===== config.mk =====
export PLATFORM = sky130hd
export DESIGN_NAME = add_sched
export DESIGN_NICKNAME = d
export VERILOG_FILES = /design/src/rtl/add_sched.sv
export SDC_FILE = /design/constraint.sdc
export NUM_CORES = 1
export LEC_CHECK = 0
export ABC_AREA = 1
export CAP_MARGIN = 20
export CORE_UTILIZATION = 35
export CTS_CLUSTER_DIAMETER = 150
export DETAILED_ROUTE_END_ITERATION = 16
export GPL_TIMING_DRIVEN = 0
export SYNTH_ARGS = -nofsm -noshare
export SYNTH_HDL_FRONTEND = slang
export SYNTH_SLANG_ARGS = --single-unit

===== constraint.sdc =====
create_clock -name clk1 -period 7.9 [get_ports clk1]
set_clock_uncertainty 0.15 [all_clocks]
set_input_delay 1.58 -clock clk1 [delete_from_list [all_inputs] [get_ports clk1]]
set_output_delay 1.58 -clock clk1 [all_outputs]
set_load 0.05 [all_outputs]

===== src/rtl/add_sched.sv =====
// Two-requester, round-robin scheduled adder: one SLICE-bit chunk of the sum is
// produced per cycle, LSB first, and the result is held until the consumer takes it.
module add_sched #(
  parameter int WIDTH = 32,
  parameter int SLICE = 8
) (
  input  logic             clk1,
  input  logic             rst_n,
  input  logic             a_valid,
  output logic             a_ready,
  input  logic [WIDTH-1:0] a_x,
  input  logic [WIDTH-1:0] a_y,
  input  logic             a_cin,
  input  logic             b_valid,
  output logic             b_ready,
  input  logic [WIDTH-1:0] b_x,
  input  logic [WIDTH-1:0] b_y,
  input  logic             b_cin,
  output logic             res_valid,
  input  logic             res_ready,
  output logic [WIDTH-1:0] res_sum,
  output logic             res_cout,
  output logic             res_id,
  output logic             busy
);

  localparam int NSL = WIDTH / SLICE;
  localparam int IW  = (NSL > 1) ? $clog2(NSL) : 1;

  typedef enum logic [1:0] {
    IDLE = 2'd0,
    CALC = 2'd1,
    DONE = 2'd2
  } state_t;

  state_t           state_q, state_d;
  logic [WIDTH-1:0] x_q, x_d;
  logic [WIDTH-1:0] y_q, y_d;
  logic [WIDTH-1:0] sum_q, sum_d;
  logic             carry_q, carry_d;
  logic             id_q, id_d;
  logic             ptr_q, ptr_d;
  logic [IW-1:0]    idx_q, idx_d;
  logic             res_valid_q;
  logic             busy_q;

  logic             grant_a_s;
  logic             grant_b_s;
  int               lo_s;
  logic [SLICE:0]   slice_s;

  // Round-robin: ptr_q holds the last granted id, so a tie goes to the other one.
  always_comb begin
    grant_a_s = a_valid && (!b_valid || ptr_q);
    grant_b_s = b_valid && (!a_valid || !ptr_q);
    a_ready   = (state_q == IDLE) && rst_n && grant_a_s;
    b_ready   = (state_q == IDLE) && rst_n && grant_b_s;
  end

  // One slice of the ripple chain: latched operands plus the running carry.
  always_comb begin
    lo_s    = int'(idx_q) * SLICE;
    slice_s = {1'b0, x_q[lo_s +: SLICE]} + {1'b0, y_q[lo_s +: SLICE]}
            + {{SLICE{1'b0}}, carry_q};
  end

  // Next-state and datapath update.
  always_comb begin
    state_d = state_q;
    x_d     = x_q;
    y_d     = y_q;
    sum_d   = sum_q;
    carry_d = carry_q;
    id_d    = id_q;
    ptr_d   = ptr_q;
    idx_d   = idx_q;
    case (state_q)
      IDLE: begin
        if (grant_a_s) begin
          x_d     = a_x;
          y_d     = a_y;
          carry_d = a_cin;
          id_d    = 1'b0;
          ptr_d   = 1'b0;
          idx_d   = '0;
          state_d = CALC;
        end else if (grant_b_s) begin
          x_d     = b_x;
          y_d     = b_y;
          carry_d = b_cin;
          id_d    = 1'b1;
          ptr_d   = 1'b1;
          idx_d   = '0;
          state_d = CALC;
        end else begin
          state_d = IDLE;
        end
      end
      CALC: begin
        sum_d[lo_s +: SLICE] = slice_s[SLICE-1:0];
        carry_d              = slice_s[SLICE];
        if (idx_q == IW'(NSL - 1)) begin
          idx_d   = '0;
          state_d = DONE;
        end else begin
          idx_d   = idx_q + IW'(1);
          state_d = CALC;
        end
      end
      DONE: begin
        if (res_ready) begin
          state_d = IDLE;
        end else begin
          state_d = DONE;
        end
      end
      default: begin
        state_d = IDLE;
      end
    endcase
  end

  // State and datapath registers with synchronous active-low reset.
  always_ff @(posedge clk1) begin
    if (!rst_n) begin
      state_q     <= IDLE;
      x_q         <= '0;
      y_q         <= '0;
      sum_q       <= '0;
      carry_q     <= 1'b0;
      id_q        <= 1'b0;
      ptr_q       <= 1'b1;
      idx_q       <= '0;
      res_valid_q <= 1'b0;
      busy_q      <= 1'b0;
    end else begin
      state_q     <= state_d;
      x_q         <= x_d;
      y_q         <= y_d;
      sum_q       <= sum_d;
      carry_q     <= carry_d;
      id_q        <= id_d;
      ptr_q       <= ptr_d;
      idx_q       <= idx_d;
      res_valid_q <= (state_d == DONE);
      busy_q      <= (state_d != IDLE);
    end
  end

  assign res_valid = res_valid_q;
  assign busy      = busy_q;
  assign res_sum   = sum_q;
  assign res_cout  = carry_q;
  assign res_id    = id_q;

endmodule


==> qor.csv <==
stage;metric;value;unit
clock_tree;Longest Clk Path Bufs;2;
clock_tree;Sinks on Clock Net;105;
final_layout;post-layout net count;1044;
clock_tree;source-to-sink clock delay at the later pin of the worst-skew pair;0.35;ns
yosys;proportion of synthesized chip area in sequential cells;0.4116;
clock_tree;setup bufs post-CTS;0;
placed_design;final estimated routing congestion in global placement;0.8765;
yosys;cells taking the most area after synthesis;sky130_fd_sc_hd__dfxtp_1 41%, sky130_fd_sc_hd__nand2_1 15%, sky130_fd_sc_hd__o21ai_0 9.0%, sky130_fd_sc_hd__a31oi_1 8.0%, sky130_fd_sc_hd__nor2_1 3.5%;
power_and_ir_drop;worst vdd ir;0.1051;mV
global_route;met1 global-route usage;0.3103;
worst_setup_path;worst reg2reg path endpoint;res_sum[30]$_SDFFE_PN0P_;
floorplanning;Initial Util;0.3637;
global_route;vias in the first global route;5619;
final_layout;leading cell type in the layout, fill and taps excluded;sky130_fd_sc_hd__nand2_1;
floorplanning;height of the chip;122.8;um
run_status;status;finished clean;
routing;total wire length after detailed routing;17.72;mm
sta;final clock period utilization by the worst path;0.7319;
worst_setup_path;critical path fanouts, max;10;
clock_tree;clock input transition at the sequential cells of the worst setup and hold paths;0.07;ns
clock_tree;PostCTS Resize Cnt;0;
hold_path;source of the worst hold timing path;res_sum[11]$_SDFFE_PN0P_;
yosys;share of Yosys cell area claimed by the top area cell type;0.4116;
worst_setup_path;WS Path Type;in -> out;
worst_setup_path;endpoint kind of the worst setup timing path;primary output;
yosys;register bit total from synthesis;105;
sta;worst-margin pin slew;0.6110;ns
worst_setup_path;Required @ worst endpoint;6.17;ns
yosys;gate count after technology mapping;711;
global_route;GRT busiest layer;met2;
worst_setup_path;start of the worst register-to-register path;idx_q[0]$_SDFFE_PN0P_;
global_route;total global routing overflow;0;
routing;initial detailed-routing violation count;447;
global_route;antenna violations before repair;0;
yosys;Yosys Warn Count;0;
final_layout;antenna cells;0;
sta;Slew Limit Headroom;0.5927;
routing;remaining antenna violation count;0;
yosys;average cell area after synthesis;7.183;um^2
sta;final hold violations;0;
sta;Final Max Tran Viols;0;
sta;final setup violation count;0;
final_layout;fraction of final layout cells with drive strength greater than 1;0.05791;
worst_setup_path;signal arrival time at the worst endpoint;4.05;ns
clock_tree;Root Buffer Master;sky130_fd_sc_hd__clkbuf_16;
global_route;fraction of met3 tracks used by global routing;0.04414;
placed_design;total of buffers placed on input and output ports;172;
global_route;maximum number of pins on one net before global-route repair;16;
global_route;met2 routing resource usage after global routing;0.4059;
sta;top achievable clock speed;0.1729;GHz
worst_setup_path;R2R Setup Slk;4.38;ns
sta;minimum clock period after layout;5.782;ns
clock_tree;number of hold buffers added after CTS;0;
floorplanning;Site Rows;43;
floorplanning;core region area;14040;um^2
sta;summed negative setup slack over all endpoints;0;ns
routing;vias after detailed routing;5617;
clock_tree;number of buffers added by the clock tree synthesis step;9;
yosys;library cell occupying the most area in the post-synthesis netlist;sky130_fd_sc_hd__dfxtp_1;
global_route;wire length of the first global-routing pass;28.26;mm
hold_path;path class of the lowest-slack min-delay path;reg -> reg;
yosys;synthesized net count;861;
hold_path;endpoint with the worst hold slack;res_sum[11]$_SDFFE_PN0P_;
yosys;summed instance area of the synthesized netlist;5107;um^2
power_and_ir_drop;P per Cell Area;197.7;nW/um^2
clock_tree;clock tree from TritonCTS;done;
final_layout;synthesis-to-layout area growth;43.29;%
hold_path;hold path depth;2;
yosys;Netlist cell types;33;
worst_setup_path;Register-to-Register Path Depth;17;
floorplanning;top-level I/O count;173;
job;maximum capacitance violations;0;
sta;unrepaired setup endpoints after global routing;false;
global_route;Overall Global Routing Usage;0.2467;
final_layout;most used cells in the layout excluding fill and tap cells;206 x sky130_fd_sc_hd__nand2_1, 172 x sky130_fd_sc_hd__clkdlybuf4s50_1, 105 x sky130_fd_sc_hd__dfxtp_1;
routing;average detailed-routed wire length per instance;16.43;um
worst_setup_path;CP startpoint kind;primary input;
routing;length of the first detailed-routing pass in iterations;5;
floorplanning;Die Span X;122.8;um
floorplanning;Total Die Area;15080;um^2
power_and_ir_drop;Static Leak;2.832;nW
clock_tree;H-tree depth;3;
final_layout;final core utilization;0.5212;
routing;Remaining DRCs;0;
routing;Vias/cell;5.211;
placed_design;HPWL Detailed;14.10;mm
==> cell usage after synthesis, drive strengths merged <==
master	instances
nand4	9
nor2	52
nand3b	1
nor4	1
xor2	2
a22oi	4
clkbuf	21
fa	2
inv	23
a211oi	1
a31oi	65
o22ai	16
ha	13
buf	31
a21oi	35
dfxtp	105
o21ai	103
nand3	16
or2	2
nand2	208
xnor2	1
==> stage by stage <==
stage / cell area, um^2 / total power, mW / hold WS (ns) / setup slack (ns) / instances
4_1_cts: 7318 / 1.453 / 0.3174 / 2.094 / 1078
3_3_place_gp: 7054 / 1.038 / 0.3041 / 2.130 / 1063
3_5_place_dp: 7054 / 1.042 / 0.3067 / 2.124 / 1063
6_report: 7318 / 1.447 / 0.3137 / 2.118 / 1078
5_1_grt: 7318 / 1.526 / 0.3328 / 2.030 / 1078
2_1_floorplan: 5107 / 0.8546 / 0.3335 / 3.125 / 711
==> area by class of cell <==
cell class,instances,area (um^2)
Multi-Input combinational cell,531,2666
Inverter,23,86.33
Clock inverter,3,17.52
Timing Repair Buffer,172,1722
Tap cell,180,225.2
Sequential cell,105,2102
Clock buffer,12,246.5
Buffer,52,252.7
Fill cell,1375,6724
==> state kept, by name (all words and copies together) (netlist names) <==
name	count
res_sum	32
res_cout	1
busy	1
res_valid	1
y_q	32
x_q	32
ptr_q	1
idx_q	2
state_q	2
res_id	1
==> worst max-delay path: stages <==
cell and delay, ns:
sky130_fd_sc_hd__clkdlybuf4s50_1 0.72, sky130_fd_sc_hd__clkbuf_1 0.50, sky130_fd_sc_hd__nand2_1 0.16, sky130_fd_sc_hd__a211oi_1 0.21, sky130_fd_sc_hd__clkdlybuf4s50_1 0.87
==> power by group <==
group / leakage [nW] / switching, mW / total, mW / internal (mW)
registers: 0.864 / 0.0308 / 0.604 / 0.573
clock network: 0.128 / 0.193 / 0.413 / 0.220
logic: 1.84 / 0.259 / 0.430 / 0.171
total: 2.83 / 0.483 / 1.45 / 0.964
==> routing by layer <==
metal,wire length [um],up-vias,share of wire
li1,-,2801,-
met1,7879,2550,0.44
met2,8153,226,0.46
met3,1038,40,0.059
met4,645,0,0.036
met5,0,-,0
==> kinds of logic after synthesis <==
group                    count (synthesis)  synth area share
AND/OR/NAND/NOR                        289            0.2340
AO/OA/AOI/OAI                          224            0.2433
flip-flops                             105            0.4116
buffers and inverters                   75           0.06639
adder cells (fa/ha/maj)                 15           0.03969
XOR/XNOR                                 3          0.005145
==> worst max path at each step <==
stage	from	end	slack (ns)	depth (start not counted)
final	rst_n	b_ready	2.12	5
after global routing	rst_n	b_ready	2.03	5
after floorplan	rst_n	b_ready	3.12	3
after global placement	rst_n	b_ready	2.13	5
after detailed placement	rst_n	b_ready	2.12	5
after CTS	rst_n	b_ready	2.09	5
No activity file was read; power rests on OpenSTA's default activity.
